===== config.mk =====
export PLATFORM = sky130hd
export DESIGN_NAME = ex_mem_buffer
export DESIGN_NICKNAME = d
export VERILOG_FILES = /design/src/rtl/ex_mem_buffer.sv
export SDC_FILE = /design/constraint.sdc
export NUM_CORES = 1
export LEC_CHECK = 0
export CORE_ASPECT_RATIO = 0.9
export CORE_MARGIN = 3
export CORE_UTILIZATION = 40
export CTS_BUF_LIST = sky130_fd_sc_hd__clkbuf_4
export DETAILED_ROUTE_END_ITERATION = 7
export GPL_ROUTABILITY_DRIVEN = 0
export PLACE_DENSITY = 0.93
export SETUP_SLACK_MARGIN = 0.05
export SKIP_LAST_GASP = 1
export SYNTH_ARGS = -nofsm -noshare
export SYNTH_HDL_FRONTEND = slang
export SYNTH_SLANG_ARGS = --single-unit

===== constraint.sdc =====
create_clock -name clk -period 4.7 [get_ports clk]
set_input_delay 0.94 -clock clk [delete_from_list [all_inputs] [get_ports clk]]
set_output_delay 0.94 -clock clk [all_outputs]
set_load 0.02 [all_outputs]

===== src/rtl/ex_mem_buffer.sv =====
// EX/MEM pipeline register with branch/jump resolution.
// A taken redirect opens a two-capture squash window that turns younger slots into bubbles.
module ex_mem_buffer (
  input  logic        clk,
  input  logic        rst_n,
  input  logic        stall,
  input  logic        in_valid,
  input  logic        in_ctrl_regwrt,
  input  logic        in_ctrl_memtoreg,
  input  logic        in_ctrl_memrd,
  input  logic        in_ctrl_memwrt,
  input  logic        in_ctrl_branch,
  input  logic        in_ctrl_btype,
  input  logic        in_ctrl_jump,
  input  logic [31:0] in_alu_result,
  input  logic        in_alu_z,
  input  logic        in_alu_n,
  input  logic [31:0] in_rt,
  input  logic [5:0]  in_rd,
  input  logic [31:0] in_target,
  output logic        out_valid,
  output logic        out_ctrl_regwrt,
  output logic        out_ctrl_memtoreg,
  output logic        out_ctrl_memrd,
  output logic        out_ctrl_memwrt,
  output logic [31:0] out_alu_result,
  output logic [31:0] out_rt,
  output logic [5:0]  out_rd,
  output logic        redirect,
  output logic [31:0] redirect_pc,
  output logic        squash
);

  typedef enum logic [1:0] {
    RUN = 2'd0,
    SQ2 = 2'd1,
    SQ1 = 2'd2
  } state_t;

  state_t state;
  state_t state_nxt;

  logic capture_c;
  logic live_c;
  logic cond_c;
  logic taken_c;

  assign capture_c = ~stall;
  assign live_c    = in_valid & (state == RUN);
  assign cond_c    = in_ctrl_btype ? in_alu_n : in_alu_z;
  // Jump overrides the branch condition; flags only matter for a branch.
  assign taken_c   = live_c & (in_ctrl_jump | (in_ctrl_branch & cond_c));
  assign squash    = (state != RUN);

  always_ff @(posedge clk or negedge rst_n) begin
    if (!rst_n) state <= RUN;
    else        state <= state_nxt;
  end

  always_comb begin
    state_nxt = state;
    if (capture_c) begin
      unique case (state)
        RUN:     state_nxt = taken_c ? SQ2 : RUN;
        SQ2:     state_nxt = SQ1;
        SQ1:     state_nxt = RUN;
        default: state_nxt = RUN;
      endcase
    end
  end

  // Pipeline payload; controls are gated so a bubble never writes anything.
  always_ff @(posedge clk or negedge rst_n) begin
    if (!rst_n) begin
      out_valid         <= 1'b0;
      out_ctrl_regwrt   <= 1'b0;
      out_ctrl_memtoreg <= 1'b0;
      out_ctrl_memrd    <= 1'b0;
      out_ctrl_memwrt   <= 1'b0;
      out_alu_result    <= 32'd0;
      out_rt            <= 32'd0;
      out_rd            <= 6'd0;
      redirect          <= 1'b0;
      redirect_pc       <= 32'd0;
    end else if (capture_c) begin
      out_valid         <= live_c;
      out_ctrl_regwrt   <= in_ctrl_regwrt & live_c;
      out_ctrl_memtoreg <= in_ctrl_memtoreg & live_c;
      out_ctrl_memrd    <= in_ctrl_memrd & live_c;
      out_ctrl_memwrt   <= in_ctrl_memwrt & live_c;
      out_alu_result    <= in_alu_result;
      out_rt            <= in_rt;
      out_rd            <= in_rd;
      redirect          <= taken_c;
      if (taken_c) redirect_pc <= in_target;
    end else begin
      redirect          <= 1'b0;
    end
  end

endmodule


==> out/results.ini <==
[run_status]
status = finished clean

[sta]
min_period_over_period = 0.582
whs_ns = 0.509
final.setup.tns_ns = 0
setup_viol = 0
fin_skew_ns = 0.0153
slew_headroom = 0.349
hold_viol_final = 0
fmax_mhz = 366
tightest_slew_ns = 0.976
finalWorstSetupSlack_ns = 1.97
drv_slew = 0
rsz0062_at_grt = false
fin_crit_ns = 2.73

[place]
hpwl_um = 8170
dp.cells = 580
pre_cts_ws_ns = 1.46
portBuffers = 223

[setup_path]
arrival_ns = 3.10
setup.worst_path.class = primary input to flip-flop
critPathCaptureType = flip-flop
required_ns = 5.07
worstPathMaxFanout = 19
critPathLaunchType = primary input

[floorplan]
rows = 34
io_pins = 224
coreArea_um2 = 9950
die_area_um2 = 11800
die_x_um = 114
start_util = 0.423
die_h_um = 103

[final_layout]
synthToLayoutAreaGrowth_pct = 58.2
finalCoreUtilization = 0.670
instances_no_fill = 597
num-nets-final = 580
drive_gt1_frac = 0.268

[synth]
ys.flop_type = dfrtp_1
avgSynthCellArea_um2 = 17.6
yosysMostFrequentCell = dfrtp_1
synth_area_um2 = 4220
async_reset_ff_frac = 1.00
ys_ff_latch = 110
synthTopCellsByArea = dfrtp_1, mux2_2, mux2_4, a22o_1, buf_6
synth_top_area_cell = dfrtp_1
yosys-top-cells-count = dfrtp_1, mux2_2, mux2_4, buf_1, a22o_1
yosys.area.top_type_share = 0.653
synth.distinct_cells = 15
synth-edff-count = 0
synth_cells = 240
synth_nets = 355
yosys_warnings = 0
ys_seq_area_frac = 0.653

[drt]
first_pass_iters = 4
drc = 0
via_count = 2825
first_iter_violations = 79
drtAntennaViolNets = 0
drt-total-wl_um = 10700
viasPerCell = 4.73
routedWlPerCell_um = 17.9

[job]
cap_violations = 0

[clocking]
cts.sinks = 110
cts-root-buf = clkbuf_4
cts_resized = 0
cts_buffer_depth = 2
cts_tree = yes
h-tree-depth = 3
post-cts-setup-buffer-count = 0
cts_buffers = 9
clkSlewWorstSetupHoldPaths_ns = 0.17
insertion_delay_ns = 0.46
cts_hold_buf = 0

[grt]
grtUsageTotal = 0.184
grt-ovfl-total = 0
grt_max_degree = 80
grt_pass1_vias = 3121
grt_pass1_wl_um = 16600
antenna_found_initial = 0

[power_and_ir_drop]
leakagePower_uw = 0.00288
pwr-share-clk = 0.165
p_seq_frac = 0.475
p_sw_frac = 0.311
p_int_uw = 1750
p_comb_frac = 0.361
irDropWorstVdd_mv = 0.269
switchingPower_uw = 790
powerDensity_nw_per_um2 = 381

[min_path]
hold_path_class = flip-flop to flip-flop

==> logic make-up (layout without fill, tap and decap cells) <==
group / count (synthesis) / in the layout / share of synthesized area
other: 0 / 1 / 0
multiplexers: 103 / 103 / 0.300
AND/OR/NAND/NOR: 7 / 7 / 0.0128
AO/OA/AOI/OAI: 7 / 7 / 0.0163
buffers and inverters: 13 / 243 / 0.0178
flip-flops: 110 / 110 / 0.653
==> path summary, 6_finish.rpt <==
check                         startpoint  slack [ns]  cells after the start                  to
hold / removal                 out_valid        0.51                      1           out_valid
hold reg to reg                out_valid        0.51                      1           out_valid
max in group asynchronous          rst_n        3.03                      2          out_rt[20]
setup / recovery           in_ctrl_btype        1.97                      5      redirect_pc[2]
setup reg to reg                state[1]        2.60                      4     redirect_pc[30]
min in group asynchronous          rst_n        0.52                      1  out_alu_result[10]
==> power by group through the flow <==
stage | Clock, µW | Sequential, µW | Combinational [µW]
finish | 419 | 1210 | 917
floorplan | 0 | 1410 | 233
global route | 482 | 1230 | 962
detailed placement | 0 | 1220 | 930
CTS | 441 | 1210 | 929
global placement | 0 | 1210 | 906
==> critical path, cell delays in order <==
cell and delay, ns:
clkdlybuf4s50_1 0.46, mux2_2 0.35, o211ai_4 0.64, buf_4 0.35, mux2_2 0.36
==> placed cells by master, fill, tap and decap left out, drive strengths merged, types with 2 or more instances in the layout <==
cell type      netlist  final
inv                  1      3
nand2                3      3
buf                 12      5
clkbuf               0      9
clkdlybuf4s50        0    221
a22o                 4      4
mux2               103    103
clkinv               0      4
dfrtp              110    110
or2                  2      2
==> flip-flops by register name, summed over array words and instances (netlist names) <==
register,count
out_ctrl_memrd,1
out_rt,32
out_ctrl_memwrt,1
out_valid,1
redirect,1
out_alu_result,32
out_rd,6
state,2
redirect_pc,32
out_ctrl_regwrt,1
out_ctrl_memtoreg,1
==> layout make-up <==
type / count / area (µm²)
fill: 740 / 3280
sequential: 110 / 2750
antenna: 1 / 2.50
clock buffer: 9 / 67.6
inverter: 1 / 3.75
clock inverter: 7 / 48.8
multi-input combinational: 117 / 1390
timing repair buffer: 226 / 2250
tap: 126 / 158
==> through the flow <==
stage	cell area (µm²)	total power, µW
6_report	6670	2540
5_1_grt	6670	2670
4_1_cts	6670	2580
3_5_place_dp	6550	2150
3_3_place_gp	6550	2120
2_1_floorplan	4220	1640
==> metal layers <==
metal | global-route usage | part of all wire
met1 | 0.215 | 0.38
met2 | 0.310 | 0.51
met3 | 0.0727 | 0.092
met4 | 0.0658 | 0.020
met5 | 0 | 0
No activity file was read; power rests on OpenSTA's default activity.
